--- config.mk ---
export PLATFORM = sky130hd
export DESIGN_NAME = fv_mul_sched
export DESIGN_NICKNAME = d
export VERILOG_FILES = /design/src/rtl/fv_mul_sched.sv
export SDC_FILE = /design/constraint.sdc
export NUM_CORES = 1
export LEC_CHECK = 0
export ABC_AREA = 1
export CELL_PAD_IN_SITES_DETAIL_PLACEMENT = 0
export CELL_PAD_IN_SITES_GLOBAL_PLACEMENT = 2
export CORE_ASPECT_RATIO = 0.7
export CORE_MARGIN = 2
export CORE_UTILIZATION = 18
export DETAILED_ROUTE_END_ITERATION = 12
export HOLD_SLACK_MARGIN = 0.03
export PLACE_DENSITY = 0.75
export SETUP_SLACK_MARGIN = 0.4
export SKIP_CTS_REPAIR_TIMING = 1
export SLEW_MARGIN = 5
export SYNTH_ARGS = -nofsm -noshare
export SYNTH_HDL_FRONTEND = slang
export SYNTH_SLANG_ARGS = --single-unit
--- constraint.sdc ---
create_clock -name clk -period 1.6 [get_ports clk]
set_input_delay 0.4 -clock clk [delete_from_list [all_inputs] [get_ports clk]]
set_output_delay 0.4 -clock clk [all_outputs]
set_load 0.01 [all_outputs]
--- src/rtl/fv_mul_sched.sv ---
// fv_mul_sched: shares one multiplier between two requesters at packet
// granularity. Whole packets are granted round-robin and forwarded to the
// multiplier. The owner of each granted packet is recorded in an in-order
// tag FIFO, which steers each returning z packet back to its requester.
//
// Optional feature: define FV_SCHED_LEN_CHECK_EN to enable the beat counter
// and the sticky packet-length/alignment error flag. When it is undefined,
// err is tied low.
//
// TAGD must be a power of two and at least 2.
module fv_mul_sched #(
    parameter int unsigned N    = 4,
    parameter int unsigned QW   = 5,
    parameter int unsigned UW   = 1,
    parameter int unsigned TAGD = 4
) (
    input  logic          clk,
    input  logic          s_rst_n,
    // requester 0 p/u streams
    input  logic          p0_vld,
    output logic          p0_rdy,
    input  logic          p0_last,
    input  logic [QW-1:0] p0_data,
    input  logic          u0_vld,
    output logic          u0_rdy,
    input  logic          u0_last,
    input  logic [UW-1:0] u0_data,
    // requester 1 p/u streams
    input  logic          p1_vld,
    output logic          p1_rdy,
    input  logic          p1_last,
    input  logic [QW-1:0] p1_data,
    input  logic          u1_vld,
    output logic          u1_rdy,
    input  logic          u1_last,
    input  logic [UW-1:0] u1_data,
    // result streams back to the requesters
    output logic          z0_vld,
    input  logic          z0_rdy,
    output logic          z0_last,
    output logic [QW-1:0] z0_data,
    output logic          z1_vld,
    input  logic          z1_rdy,
    output logic          z1_last,
    output logic [QW-1:0] z1_data,
    // multiplier side
    output logic          mp_vld,
    input  logic          mp_rdy,
    output logic          mp_last,
    output logic [QW-1:0] mp_data,
    output logic          mu_vld,
    input  logic          mu_rdy,
    output logic          mu_last,
    output logic [UW-1:0] mu_data,
    input  logic          mz_vld,
    output logic          mz_rdy,
    input  logic          mz_last,
    input  logic [QW-1:0] mz_data,
    // status
    output logic          busy,
    output logic          err
);

    localparam int unsigned PtrW = $clog2(TAGD);

    localparam logic [0:0] StIdle  = 1'b0;
    localparam logic [0:0] StGrant = 1'b1;

    logic [0:0]    state_q, state_d;
    logic          owner_q, owner_d;
    // Requester that wins a tie; the one granted last loses.
    logic          prio_q, prio_d;

    logic          tag_mem_q [TAGD];
    logic [PtrW:0] wr_ptr_q, rd_ptr_q;
    logic          fifo_full, fifo_empty;
    logic          head_tag;
    logic          push, pop;

    logic          req0, req1;
    logic          grant_en, grant_id;

    logic          p_sel_vld, p_sel_last, u_sel_vld, u_sel_last;
    logic [QW-1:0] p_sel_data;
    logic [UW-1:0] u_sel_data;
    logic          in_grant;
    logic          fwd_vld, fwd_fire, pkt_end;

    assign req0 = p0_vld & u0_vld;
    assign req1 = p1_vld & u1_vld;

    // Full: pointers differ only in the wrap bit.
    assign fifo_empty = (wr_ptr_q == rd_ptr_q);
    assign fifo_full  = (wr_ptr_q[PtrW] != rd_ptr_q[PtrW]) &&
                        (wr_ptr_q[PtrW-1:0] == rd_ptr_q[PtrW-1:0]);
    assign head_tag   = tag_mem_q[rd_ptr_q[PtrW-1:0]];

    assign in_grant = (state_q == StGrant);
    assign busy     = in_grant;

    // Arbitration: decide whether to grant from IDLE and which requester wins.
    always_comb begin
        grant_en = (state_q == StIdle) && (req0 || req1) && !fifo_full;
        if (req0 && req1) begin
            grant_id = prio_q;
        end else begin
            grant_id = req1;
        end
    end

    assign push = grant_en;

    // Select the owner's p and u streams.
    always_comb begin
        if (owner_q) begin
            p_sel_vld  = p1_vld;
            p_sel_last = p1_last;
            p_sel_data = p1_data;
            u_sel_vld  = u1_vld;
            u_sel_last = u1_last;
            u_sel_data = u1_data;
        end else begin
            p_sel_vld  = p0_vld;
            p_sel_last = p0_last;
            p_sel_data = p0_data;
            u_sel_vld  = u0_vld;
            u_sel_last = u0_last;
            u_sel_data = u0_data;
        end
    end

    // p and u advance only together, so they can never slip against each other.
    assign fwd_vld  = in_grant & p_sel_vld & u_sel_vld;
    assign fwd_fire = fwd_vld & mp_rdy & mu_rdy;
    assign pkt_end  = fwd_fire & p_sel_last;

    assign mp_vld  = fwd_vld;
    assign mp_data = p_sel_data;
    assign mp_last = p_sel_last;
    assign mu_vld  = fwd_vld;
    assign mu_data = u_sel_data;
    assign mu_last = u_sel_last;

    // Forward ready: only the owner sees ready, and only while in GRANT.
    always_comb begin
        p0_rdy = 1'b0;
        u0_rdy = 1'b0;
        p1_rdy = 1'b0;
        u1_rdy = 1'b0;
        if (in_grant) begin
            if (owner_q) begin
                p1_rdy = mp_rdy & mu_rdy & u1_vld;
                u1_rdy = mp_rdy & mu_rdy & p1_vld;
            end else begin
                p0_rdy = mp_rdy & mu_rdy & u0_vld;
                u0_rdy = mp_rdy & mu_rdy & p0_vld;
            end
        end
    end

    // Return path: the FIFO head names the owner of the packet coming back.
    always_comb begin
        z0_vld = 1'b0;
        z1_vld = 1'b0;
        mz_rdy = 1'b0;
        if (!fifo_empty) begin
            if (head_tag) begin
                z1_vld = mz_vld;
                mz_rdy = z1_rdy;
            end else begin
                z0_vld = mz_vld;
                mz_rdy = z0_rdy;
            end
        end
    end

    assign z0_data = mz_data;
    assign z0_last = mz_last;
    assign z1_data = mz_data;
    assign z1_last = mz_last;

    assign pop = mz_vld & mz_rdy & mz_last;

    // Next-state logic for the grant FSM, owner and round-robin pointer.
    always_comb begin
        state_d = state_q;
        owner_d = owner_q;
        prio_d  = prio_q;
        case (state_q)
            StIdle: begin
                if (grant_en) begin
                    state_d = StGrant;
                    owner_d = grant_id;
                    prio_d  = ~grant_id;
                end
            end
            StGrant: begin
                if (pkt_end) begin
                    state_d = StIdle;
                end
            end
            default: state_d = StIdle;
        endcase
    end

    // FSM, owner, pointer and FIFO pointer registers.
    always_ff @(posedge clk) begin
        if (!s_rst_n) begin
            state_q  <= StIdle;
            owner_q  <= 1'b0;
            prio_q   <= 1'b0;
            wr_ptr_q <= '0;
            rd_ptr_q <= '0;
        end else begin
            state_q <= state_d;
            owner_q <= owner_d;
            prio_q  <= prio_d;
            if (push) begin
                wr_ptr_q <= wr_ptr_q + 1'b1;
            end
            if (pop) begin
                rd_ptr_q <= rd_ptr_q + 1'b1;
            end
        end
    end

    // Tag storage; contents are only meaningful between the pointers.
    always_ff @(posedge clk) begin
        if (push) begin
            tag_mem_q[wr_ptr_q[PtrW-1:0]] <= grant_id;
        end
    end

`ifdef FV_SCHED_LEN_CHECK_EN
    localparam int unsigned CntW = $clog2(N) + 1;

    logic [CntW-1:0] beat_cnt_q, beat_cnt_d;
    logic [CntW-1:0] beat_num;
    logic            err_q, err_d;

    // Count transferred beats and flag a short/long packet or a u/p last skew.
    always_comb begin
        beat_num   = beat_cnt_q + 1'b1;
        beat_cnt_d = beat_cnt_q;
        err_d      = err_q;
        if (fwd_fire) begin
            if (p_sel_last) begin
                beat_cnt_d = '0;
                if (beat_num != CntW'(N)) begin
                    err_d = 1'b1;
                end
            end else if (beat_cnt_q != '1) begin
                beat_cnt_d = beat_num;
            end
            if (u_sel_last != p_sel_last) begin
                err_d = 1'b1;
            end
        end
    end

    // Beat counter and sticky error flag; only reset clears err.
    always_ff @(posedge clk) begin
        if (!s_rst_n) begin
            beat_cnt_q <= '0;
            err_q      <= 1'b0;
        end else begin
            beat_cnt_q <= beat_cnt_d;
            err_q      <= err_d;
        end
    end

    assign err = err_q;
`else
    assign err = 1'b0;
`endif

endmodule

==> flow_metrics.py <==
metrics = {
    "outcome": {
        "status": "finished with violations",
        "violations": "negative setup slack",
    },
    "layout": {
        "layout-drive-gt1-share_pct": 54.2,
        "fillCellCount": 596,
        "nNetsFinal": 266,
        "antenna-diode-count": 0,
        "layout_commonest_cell": "nand2_1",
        "multiInputGateArea_sq_um": 816,
        "syn_to_final_growth_pct": 89.3,
        "final_cell_mix": "26 x nand2_1, 24 x buf_4, 18 x inv_1, 18 x clkdlybuf4s50_1, 15 x nand2_2",
        "register_area_sq_um": 357,
    },
    "sta": {
        "skew_ns": 0.00445,
        "drv_slew": 0,
        "fin_setup_tns_ns": -0.0536,
        "final.setup.worst_slack_ns": -0.0302,
        "finalHoldViolations": 0,
        "final.min_clock_period_ns": 1.63,
        "setup_viol": 2,
        "fmax_mhz": 613,
        "whs_ns": 0.477,
        "period_share_pct": 102,
        "rsz0062_at_grt": "true",
    },
    "clocking": {
        "clk_pin_slew_ns": 0.06,
        "cts_buffers": 3,
        "cts_root_buf": "clkbuf_8",
        "cts_tree": "yes",
        "clock_latency_ns": 0.25,
        "htree_levels": 1,
        "clock_path_buffers": 2,
        "cts.sinks": 15,
    },
    "grt": {
        "grt_max_degree": 10,
        "grt_pass1_wl_microns": 4860,
        "grt_usage_pct": 8.74,
        "grt_pass1_vias": 1062,
        "grt-ovfl-total": 0,
        "antenna_found_initial": 0,
    },
    "die": {
        "start_util_pct": 18.9,
        "die_y_microns": 69.6,
        "core_area_sq_um": 5840,
        "ios": 64,
        "die_w_microns": 97.7,
        "die-area_sq_um": 6800,
        "rows": 23,
    },
    "logic_synthesis": {
        "ys_warn_count": 0,
        "synth.net_count": 199,
        "synth_top_area_share_pct": 19.9,
        "synth_area_leader_cell": "dfxtp_1",
        "synth.avg_cell_area_sq_um": 6.87,
        "ys_types": 27,
        "yosys_register_bits": 15,
        "ys_seq_area_share_pct": 30.8,
        "synth_cells": 161,
        "syn_area_sq_um": 1110,
        "synth_area_leaders": "dfxtp_1 20%, nand2_1 15%, edfxtp_1 11%",
    },
    "power": {
        "irDropWorstVdd_uv": 265,
        "internal-power_w": 0.000911,
        "p_sw_w": 0.000459,
        "seqPwrFrac_pct": 32.6,
        "combPwrFrac_pct": 45.0,
        "pwr-share-clk_pct": 22.4,
        "switching_share_pct": 33.5,
        "power.leakage_nw": 1.00,
        "powerDensity_nw_per_um2": 654,
    },
    "worst_setup_path": {
        "crit_arrival_ns": 1.23,
        "crit_type": "in2out",
        "cp-start-kind": "input port",
        "crit_chain": "clkdlybuf4s50_1 -> nand3_2 -> a21oi_2 -> buf_2",
        "end_kind": "output port",
        "rr_worst_depth": 10,
        "cp_top_family": "buffers and inverters",
        "worstPathMaxFanout": 2,
        "reg2reg_slack_ns": 0.23,
        "crit_buf_inv": 2,
        "crit_slowest_cell": "clkdlybuf4s50_1",
        "cpPeakStageDelay_ns": 0.48,
        "worstPathRequired_ns": 1.20,
    },
    "worst_hold_path": {
        "hold_path_depth": 2,
        "whs_endpoint": "prio_q",
        "hold_path_class": "reg2reg",
        "min-delay-start": "prio_q",
    },
    "detailed_routing": {
        "num_vias": 1128,
        "drcViolationCount": 0,
        "wl_microns": 3100,
        "first_pass_iters": 4,
        "wl_per_cell_microns": 10.3,
        "drtIter0Drc": 23,
        "detail_route.vias_per_cell": 3.74,
        "ant_nets": 0,
    },
    "place": {
        "gp_congestion": 0.713,
        "dp_hpwl_microns": 2510,
        "port_buffers": 47,
    },
    "flow_run": {
        "drv_cap": 0,
    },
}
[how the worst max path moves through the flow]
| stage | start | slack [ns] | endpoint | cells past startpoint |
|---|---|---|---|---|
| after floorplan | u0_vld | 0.31 | mu_vld | 4 |
| after global placement | p0_vld | -0.60 | mu_vld | 6 |
| after detailed placement | p0_vld | -0.60 | mu_vld | 6 |
| after CTS | p0_vld | -0.61 | mu_vld | 6 |
| after global routing | tag_mem_q[0] | -0.11 | mz_rdy | 6 |
| final | z1_rdy | -0.03 | mz_rdy | 4 |
[metrics by stage]
step / utilization [%] / cells / power [W] / worst slack [ns] / cell area [sq um]
3_3_place_gp: 31.3 / 293 / 0.000982 / -0.596 / 1830
2_1_floorplan: - / 161 / 0.000728 / 0.307 / 1200
5_1_grt: 35.8 / 302 / 0.00146 / -0.110 / 2090
3_5_place_dp: 31.3 / 293 / 0.000979 / -0.601 / 1830
4_1_cts: 32.1 / 297 / 0.00129 / -0.608 / 1880
6_report: 35.8 / 302 / 0.00137 / -0.0302 / 2090
[layer usage]
metal | share of wire [%] | up-vias | track usage (%)
met5 | 0 | - | 0
met4 | 0.13 | 0 | 1.08
met3 | 5.9 | 2 | 3.53
met2 | 46 | 20 | 13.7
met1 | 48 | 491 | 11.7
li1 | - | 615 | -
[area by class of cell]
class / count / area share, %
multi-input cells: 105 / 39.0
well taps: 75 / 4.48
clock inverters: 1 / 0.239
flip-flops and latches: 15 / 17.0
inverters: 26 / 4.90
clock buffers: 3 / 1.97
repair buffers: 77 / 32.4
[cells in the mapped netlist, drive strengths merged]
cell type and number:
o21ai 5, conb 1, edfxtp 4, nor4 1, nor3 1, a21oi 7, ha 5, xnor2 3
dfxtp 11, nor2 18, nand3 8, nand3b 2, nand2 47, buf 16, xor2 1, inv 26
nand4 3, and3 2
[logic make-up (layout without fill, tap and decap cells)]
family          Yosys count  after routing  share of synthesized area (%)
other cells               1              1                          0.339
flops                    15             15                           30.8
simple gates             82             83                           33.1
buf+inv                  42            107                           19.8
fa+ha+maj                 5              5                           5.66
xor+xnor                  4              4                           4.53
compound gates           12             12                           5.77
[power by group through the flow]
| stage | sequential (W) | combinational [W] | clock, W |
|---|---|---|---|
| after CTS | 0.000445 | 0.000528 | 0.000314 |
| final | 0.000446 | 0.000617 | 0.000307 |
| after detailed placement | 0.000453 | 0.000526 | 0 |
| after floorplan | 0.000452 | 0.000276 | 0 |
| after global routing | 0.000450 | 0.000676 | 0.000334 |
| after global placement | 0.000454 | 0.000529 | 0 |
[tightest hold or removal path, cell delays in order, from the launching register on]
cell and delay (ns):
dfxtp_1 0.32, nand2_2 0.07, a21oi_2 0.04
No activity file was read; power rests on OpenSTA's default activity.
